===== src/rtl/mul_div_unit_pkg.sv =====
// Shared definitions for the multiply/divide engine: operation codes,
// controller state encoding and the divider iteration count.
package mul_div_unit_pkg;

   // Operation codes presented on the op port by the decoder
   localparam logic [2:0] MD_NONE  = 3'd0;
   localparam logic [2:0] MD_MULT  = 3'd1;
   localparam logic [2:0] MD_MULTU = 3'd2;
   localparam logic [2:0] MD_DIV   = 3'd3;
   localparam logic [2:0] MD_DIVU  = 3'd4;

   // Controller state enumeration
   typedef logic [2:0] md_state_t;
   localparam md_state_t ST_IDLE = 3'd0;
   localparam md_state_t ST_MUL  = 3'd1;
   localparam md_state_t ST_DIV  = 3'd2;
   localparam md_state_t ST_FIX  = 3'd3;
   localparam md_state_t ST_DONE = 3'd4;

   // One quotient bit is produced per divide iteration
   localparam int DIV_ITERS = 32;

   // Codes 5..7 are not instructions and behave like MD_NONE
   function automatic logic op_is_valid(input logic [2:0] op);
      return (op == MD_MULT) || (op == MD_MULTU) || (op == MD_DIV) || (op == MD_DIVU);
   endfunction

   function automatic logic op_is_div(input logic [2:0] op);
      return (op == MD_DIV) || (op == MD_DIVU);
   endfunction

   function automatic logic op_is_signed(input logic [2:0] op);
      return (op == MD_MULT) || (op == MD_DIV);
   endfunction

endpackage


===== src/rtl/mul_div_unit_div_iter.sv =====
// Restoring radix-2 divider datapath: holds the partial remainder, the
// dividend/quotient shift register and the divisor. One step per enable.
module mul_div_unit_div_iter #(
   parameter int WIDTH = 32
) (
   input  logic             clk,
   input  logic             rst,
   input  logic             load_i,
   input  logic             en_i,
   input  logic [WIDTH-1:0] dividend_i,
   input  logic [WIDTH-1:0] divisor_i,
   output logic [WIDTH-1:0] quo_o,
   output logic [WIDTH-1:0] rem_o
);

   logic [WIDTH-1:0] rem_q, rem_d;
   logic [WIDTH-1:0] quo_q, quo_d;
   logic [WIDTH-1:0] dvs_q;
   logic [WIDTH:0]   rem_shift;
   logic [WIDTH:0]   diff;

   // One restoring step: shift in the next dividend bit, trial-subtract the divisor
   // NOTE: every always_comb output gets a default first so no path can infer a latch.
   always_comb begin
      rem_shift = {rem_q, quo_q[WIDTH-1]};
      diff      = rem_shift - {1'b0, dvs_q};
      rem_d     = rem_shift[WIDTH-1:0];
      quo_d     = {quo_q[WIDTH-2:0], 1'b0};
      if (!diff[WIDTH]) begin
         rem_d = diff[WIDTH-1:0];
         quo_d = {quo_q[WIDTH-2:0], 1'b1};
      end
   end

   // Datapath registers: cleared on reset and on load, stepped on enable
   // NOTE: sequential state uses <= so every register samples pre-edge values.
   always_ff @(posedge clk) begin
      if (rst) begin
         rem_q <= '0;
         quo_q <= '0;
         dvs_q <= '0;
      end else if (load_i) begin
         rem_q <= '0;
         quo_q <= dividend_i;
         dvs_q <= divisor_i;
      end else if (en_i) begin
         rem_q <= rem_d;
         quo_q <= quo_d;
      end
   end

   assign quo_o = quo_q;
   assign rem_o = rem_q;

endmodule


===== src/rtl/mul_div_unit.sv =====
// EX-stage multi-cycle MULT/MULTU/DIV/DIVU engine. Drives the pipeline
// stall request while busy and holds the HI/LO results for writeback.
module mul_div_unit
   import mul_div_unit_pkg::*;
#(
   parameter int WIDTH   = 32,
   parameter int MUL_LAT = 2
) (
   input  logic             clk,
   input  logic             rst,
   input  logic [2:0]       op,
   input  logic [WIDTH-1:0] src_a,
   input  logic [WIDTH-1:0] src_b,
   input  logic             hold,
   input  logic             flush,
   output logic             stall,
   output logic             done,
   output logic [WIDTH-1:0] hi,
   output logic [WIDTH-1:0] lo
);

   // Product chain depth: the hi/lo registers form the last multiply stage
   localparam int         PIPE_N   = (MUL_LAT > 1) ? MUL_LAT - 1 : 1;
   localparam logic [5:0] MUL_LAST = 6'((MUL_LAT > 1) ? MUL_LAT - 2 : 0);
   localparam logic [5:0] DIV_LAST = 6'(DIV_ITERS - 1);

   md_state_t          state_q, state_d;
   logic [5:0]         count_q, count_d;
   logic [WIDTH-1:0]   hi_q, hi_d;
   logic [WIDTH-1:0]   lo_q, lo_d;
   logic               quo_neg_q, rem_neg_q, dbz_q;
   logic [2*WIDTH-1:0] mul_pipe_q [PIPE_N];

   logic               accept;
   logic               a_neg_c, b_neg_c;
   logic [WIDTH-1:0]   a_mag_c, b_mag_c;
   logic [2*WIDTH-1:0] mag_prod_c, mul_prod_c, mul_res_c;
   logic               div_load, div_en;
   logic [WIDTH-1:0]   div_quo, div_rem;

   // A new operation is taken only from IDLE, and never alongside a flush
   assign accept = (state_q == ST_IDLE) && op_is_valid(op) && !flush;

   // Operand magnitudes and the full-width signed/unsigned product at the start cycle
   always_comb begin
      a_neg_c    = op_is_signed(op) && src_a[WIDTH-1];
      b_neg_c    = op_is_signed(op) && src_b[WIDTH-1];
      a_mag_c    = a_neg_c ? -src_a : src_a;
      b_mag_c    = b_neg_c ? -src_b : src_b;
      mag_prod_c = {{WIDTH{1'b0}}, a_mag_c} * {{WIDTH{1'b0}}, b_mag_c};
      mul_prod_c = (a_neg_c ^ b_neg_c) ? -mag_prod_c : mag_prod_c;
      mul_res_c  = (MUL_LAT == 1) ? mul_prod_c : mul_pipe_q[PIPE_N-1];
   end

   mul_div_unit_div_iter #(
      .WIDTH (WIDTH)
   ) div_iter (
      .clk        (clk),
      .rst        (rst),
      .load_i     (div_load),
      .en_i       (div_en),
      .dividend_i (a_mag_c),
      .divisor_i  (b_mag_c),
      .quo_o      (div_quo),
      .rem_o      (div_rem)
   );

   // Controller next-state and result write selection; flush overrides everything below reset
   always_comb begin
      state_d  = state_q;
      count_d  = count_q;
      hi_d     = hi_q;
      lo_d     = lo_q;
      div_load = 1'b0;
      div_en   = 1'b0;
      case (state_q)
         ST_IDLE: begin
            if (accept) begin
               count_d = '0;
               if (op_is_div(op)) begin
                  state_d  = ST_DIV;
                  div_load = 1'b1;
               end else if (MUL_LAT == 1) begin
                  state_d       = ST_DONE;
                  {hi_d, lo_d}  = mul_prod_c;
               end else begin
                  state_d = ST_MUL;
               end
            end
         end
         ST_MUL: begin
            if (count_q == MUL_LAST) begin
               state_d      = ST_DONE;
               {hi_d, lo_d} = mul_res_c;
            end else begin
               count_d = count_q + 6'd1;
            end
         end
         ST_DIV: begin
            div_en = 1'b1;
            if (count_q == DIV_LAST) begin
               state_d = ST_FIX;
            end else begin
               count_d = count_q + 6'd1;
            end
         end
         ST_FIX: begin
            // Divide by zero leaves the dividend magnitude in the remainder,
            // so the dividend sign rule alone restores hi to the original src_a
            hi_d    = rem_neg_q ? -div_rem : div_rem;
            lo_d    = dbz_q ? '1 : (quo_neg_q ? -div_quo : div_quo);
            state_d = ST_DONE;
         end
         ST_DONE: begin
            if (!hold) state_d = ST_IDLE;
         end
         default: state_d = ST_IDLE;
      endcase
      if (flush) begin
         state_d  = ST_IDLE;
         count_d  = '0;
         hi_d     = hi_q;
         lo_d     = lo_q;
         div_load = 1'b0;
         div_en   = 1'b0;
      end
   end

   // Controller state, result registers and start-cycle sign flags
   always_ff @(posedge clk) begin
      if (rst) begin
         state_q   <= ST_IDLE;
         count_q   <= '0;
         hi_q      <= '0;
         lo_q      <= '0;
         quo_neg_q <= 1'b0;
         rem_neg_q <= 1'b0;
         dbz_q     <= 1'b0;
      end else begin
         state_q <= state_d;
         count_q <= count_d;
         hi_q    <= hi_d;
         lo_q    <= lo_d;
         if (accept) begin
            quo_neg_q <= a_neg_c ^ b_neg_c;
            rem_neg_q <= a_neg_c;
            dbz_q     <= (src_b == '0);
         end
      end
   end

   // Product register chain: loaded at the start cycle, then shifted one stage per cycle
   // NOTE: this array is a handful of flops, not a RAM, so it is reset like any other register.
   always_ff @(posedge clk) begin
      if (rst) begin
         for (int i = 0; i < PIPE_N; i++) mul_pipe_q[i] <= '0;
      end else begin
         if (accept) mul_pipe_q[0] <= mul_prod_c;
         for (int i = 1; i < PIPE_N; i++) mul_pipe_q[i] <= mul_pipe_q[i-1];
      end
   end

   assign stall = accept || (state_q == ST_MUL) || (state_q == ST_DIV) || (state_q == ST_FIX);
   assign done  = (state_q == ST_DONE);
   assign hi    = hi_q;
   assign lo    = lo_q;

endmodule


===== config.mk =====
export PLATFORM = sky130hd
export DESIGN_NAME = mul_div_unit
export DESIGN_NICKNAME = d
export VERILOG_FILES = /design/src/rtl/mul_div_unit_pkg.sv /design/src/rtl/mul_div_unit_div_iter.sv /design/src/rtl/mul_div_unit.sv
export SDC_FILE = /design/constraint.sdc
export NUM_CORES = 2
export LEC_CHECK = 0
export CAP_MARGIN = 10
export CORE_MARGIN = 4
export CORE_UTILIZATION = 35
export CTS_CLUSTER_DIAMETER = 50
export DETAILED_ROUTE_END_ITERATION = 10
export HOLD_SLACK_MARGIN = 0.06
export PLACE_DENSITY = 0.53
export SLEW_MARGIN = 20
export SYNTH_ARGS = -nofsm -noshare
export SYNTH_HDL_FRONTEND = slang
export SYNTH_HIERARCHICAL = 1
export SYNTH_SLANG_ARGS = --single-unit

===== constraint.sdc =====
create_clock -name clk -period 26.8 [get_ports clk]
set_input_delay 5.36 -clock clk [delete_from_list [all_inputs] [get_ports clk]]
set_output_delay 5.36 -clock clk [all_outputs]
set_load 0.02 [all_outputs]

==> out/metrics.csv <==
stage;metric;value;unit
placed_design;dpl_cell_area;53000;µm²
cts;cts_resized;0;
cts;worst_setup_hold_path_clk_slew;0.06;ns
timing;timing.fmax;54.7;MHz
cts;post-cts-setup-buffers;0;
layout;areaGrowthSynthToFinish;9.47;%
worst_setup_path;crit_slowest_cell;sky130_fd_sc_hd__a222oi_1;
floorplan;start_util;35.3;%
synthesis;postSynth.asyncResetShare;0;%
global_routing;grt_pass1_vias;43050;
synthesis;syn_nets;7262;
synthesis;seq_area_frac_synth;10.9;%
layout;num-nets-final;7214;
timing;timing.clock.skew;0.0133;ns
timing;finalSetupViolCount;0;
floorplan;pin_count;137;
drt;routedWlPerCell;25.2;µm
floorplan;core;140000;µm²
global_routing;gr-total-overflow;0;
global_routing;antenna_violations_before_repair;10;
global_routing;gr-max-usage-layer;met2;
placed_design;finalWeightedCongestion;0.983;
synthesis;post_syn_area_per_cell;8.23;µm²
floorplan;die_height;383;µm
layout;num_antenna_cells;0;
worst_setup_path;critPathMostFrequentCell;sky130_fd_sc_hd__fa_1;
drt;dr.pass1.iters;5;
floorplan;fp.dieW;383;µm
placed_design;io_buffers;136;
synthesis;synth.top_cell.area_share;36.4;%
worst_setup_path;cp_data_arrival_time;18.56;ns
drt;routed_via_density;5.49;
timing;timing.setup.tns;0;ns
cts;clkSinkCount;236;
drt;routed-via-count;43070;
layout;final_design_area_no_fill;54000;µm²
drt;wirelength;197;mm
timing;slew-limit-headroom;20.4;%
global_routing;met2_usage_grt;43.3;%
synthesis;synth_largest_area_cell;sky130_fd_sc_hd__fa_1;
drt;postRouteAntennaNets;0;
drt;drc;0;
drt;first_iter_violations;4069;
worst_setup_path;slowest_delay;0.95;ns
timing;finalWorstPathRequiredPeriod;18.27;ns
worst_setup_path;path_class;in -> reg;
floorplan;fp.dieArea;147000;µm²
timing;worst-slew-pin-transition;1.19;ns
layout;final_layout_size_suffix_gt1_share;4.56;%
synthesis;post_synth_instance_area;49300;µm²
cts;holdBufCountCts;0;
floorplan;num_rows;137;
synthesis;synth-edff-count;64;
timing;finalHoldViolations;0;
worst_setup_path;start_kind;input port;
cts;cell_at_the_root_of_the_clock_tree;sky130_fd_sc_hd__clkbuf_16;
global_routing;grt_first_pass_wirelength;290;mm
cts;ctsHtreeMaxLevel;1;
cts;ctsLongestPathBuffers;3;
timing;post-route-worst-setup-slack;8.53;ns
cts;cts_tree;yes;
timing;drv_slew;0;
worst_setup_path;timing.critical_path.to_type;register;
worst_setup_path;largest_fanout_of_any_net_on_the_critical_path;26;
timing;layout_worst_path_cycle_share;68.2;%
global_routing;global_route_met3_utilization;3.76;%
placed_design;preCtsSetupSlack;8.10;ns
min_path;min-delay-path-class;reg -> reg;
synthesis;yosys_warnings;6;
synthesis;synthDistinctLibCells;109;
synthesis;netlist_top_cells_area;sky130_fd_sc_hd__fa_1 (36%), sky130_fd_sc_hd__ha_1 (7.7%), sky130_fd_sc_hd__inv_1 (7.4%);
synthesis;synth_seq_cells;236;
placed_design;detailedPlacementHpwl;154;mm
timing;unrepaired_setup_endpoints_after_global_routing;false;
cts;worst_skew_pair.late_latency;0.57;ns
global_routing;global_route.usage.met1;36.3;%
global_routing;maximum_number_of_pins_on_one_net_before_global_route_repair;69;
global_routing;grtUsageTotal;26.5;%
run_status;status;completed;
worst_setup_path;cp_data_required_time;27.09;ns
run;timing.max_cap.violations;0;
synthesis;synth-main-ff-cell;sky130_fd_sc_hd__dfxtp_1;
cts;cts_buf_count;29;
synthesis;postSynthCellCount;5992;
-- placed cells by master, fill, tap and decap left out, types with 71 or more instances in the layout --
cell,n
sky130_fd_sc_hd__a21oi_1,256
sky130_fd_sc_hd__buf_4,110
sky130_fd_sc_hd__clkdlybuf4s50_1,135
sky130_fd_sc_hd__dfxtp_1,172
sky130_fd_sc_hd__fa_1,897
sky130_fd_sc_hd__ha_1,302
sky130_fd_sc_hd__inv_1,974
sky130_fd_sc_hd__mux2i_1,76
sky130_fd_sc_hd__nand2_1,759
sky130_fd_sc_hd__nor2_1,892
sky130_fd_sc_hd__nor3_1,77
sky130_fd_sc_hd__o21ai_0,161
sky130_fd_sc_hd__xnor2_1,96
sky130_fd_sc_hd__xor2_1,71
-- cell families (layout without fill, tap and decap cells) --
kind of cell | after synthesis | in the layout | synth area share (%)
xor gates and xnor gates | 215 | 215 | 3.92
muxes | 80 | 80 | 1.63
DFF | 236 | 236 | 10.9
buffers and inverters | 1322 | 1296 | 10.2
AOI/OAI and AO/OA | 833 | 833 | 11.0
and+or+nand+nor | 2107 | 2107 | 18.4
adders and majority gates | 1199 | 1199 | 44.1
-- per-layer routing --
layer	vias to the layer above	share of wire (%)
li1	18844	-
met1	22082	42
met2	1801	46
met3	343	7.8
met4	0	4.0
met5	-	0
-- worst max-delay path: cells and delay by family --
kind | cells | cell delay (ns)
AO/OA/AOI/OAI | 7 | 2.76
XOR/XNOR | 2 | 0.30
adder cells (fa/ha/maj) | 10 | 4.79
buffers and inverters | 8 | 2.51
AND/OR/NAND/NOR | 9 | 2.71
-- through the flow --
stage / utilization [%] / hold slack, ns / std cells
final: 38.7 / 0.451 / 7842
after global routing: 38.7 / 0.476 / 7842
after CTS: 38.7 / 0.452 / 7842
after detailed placement: 38.0 / 0.445 / 7789
after global placement: 37.9 / 0.441 / 7789
after floorplan: - / 0.460 / 5992
-- cell type report --
type,instances,area [µm²]
fill,14419,85700
multi-input combinational,4434,39400
sequential,236,5370
inverter,998,3750
tap,1876,2350
timing repair buffer,245,2180
clock buffer,37,826
clock inverter,16,165
-- sequential cells by signal, summed over array words and instances, names as in the netlist --
name	count
count_q	6
dbz_q	1
div_iter/dvs_q	32
div_iter/quo_o	32
div_iter/rem_o	32
hi	32
lo	32
mul_pipe_q	64
quo_neg_q	1
rem_neg_q	1
state_q	3
-- synth_stat cells, drive strengths merged, types with 54 or more instances --
library cell	n
xor2	84
nor3	80
fa	897
edfxtp	64
ha	302
a31oi	56
inv	977
mux2i	76
nor2	894
clkbuf	280
xnor2	131
a21oi	264
nand2	759
dfxtp	172
a211oi	54
o21ai	180
-- path summary, 6_finish.rpt --
kind | startpoint | end | slack, ns | depth (start not counted)
setup / recovery | src_b[0] | mul_pipe_q[0][61]$_SDFFCE_PN0P_ | 8.53 | 36
hold / removal | lo[9]$_SDFFE_PP0P_ | lo[9]$_SDFFE_PP0P_ | 0.45 | 2
setup reg to reg | div_iter/quo_o[31]$_SDFFE_PP0P_ | div_iter/rem_o[25]$_SDFFE_PP0P_ | 22.61 | 12
hold reg to reg | lo[9]$_SDFFE_PP0P_ | lo[9]$_SDFFE_PP0P_ | 0.45 | 2
Power is not shown: default switching activity piles up to over one toggle a cycle in this logic, so the estimate is an artifact.
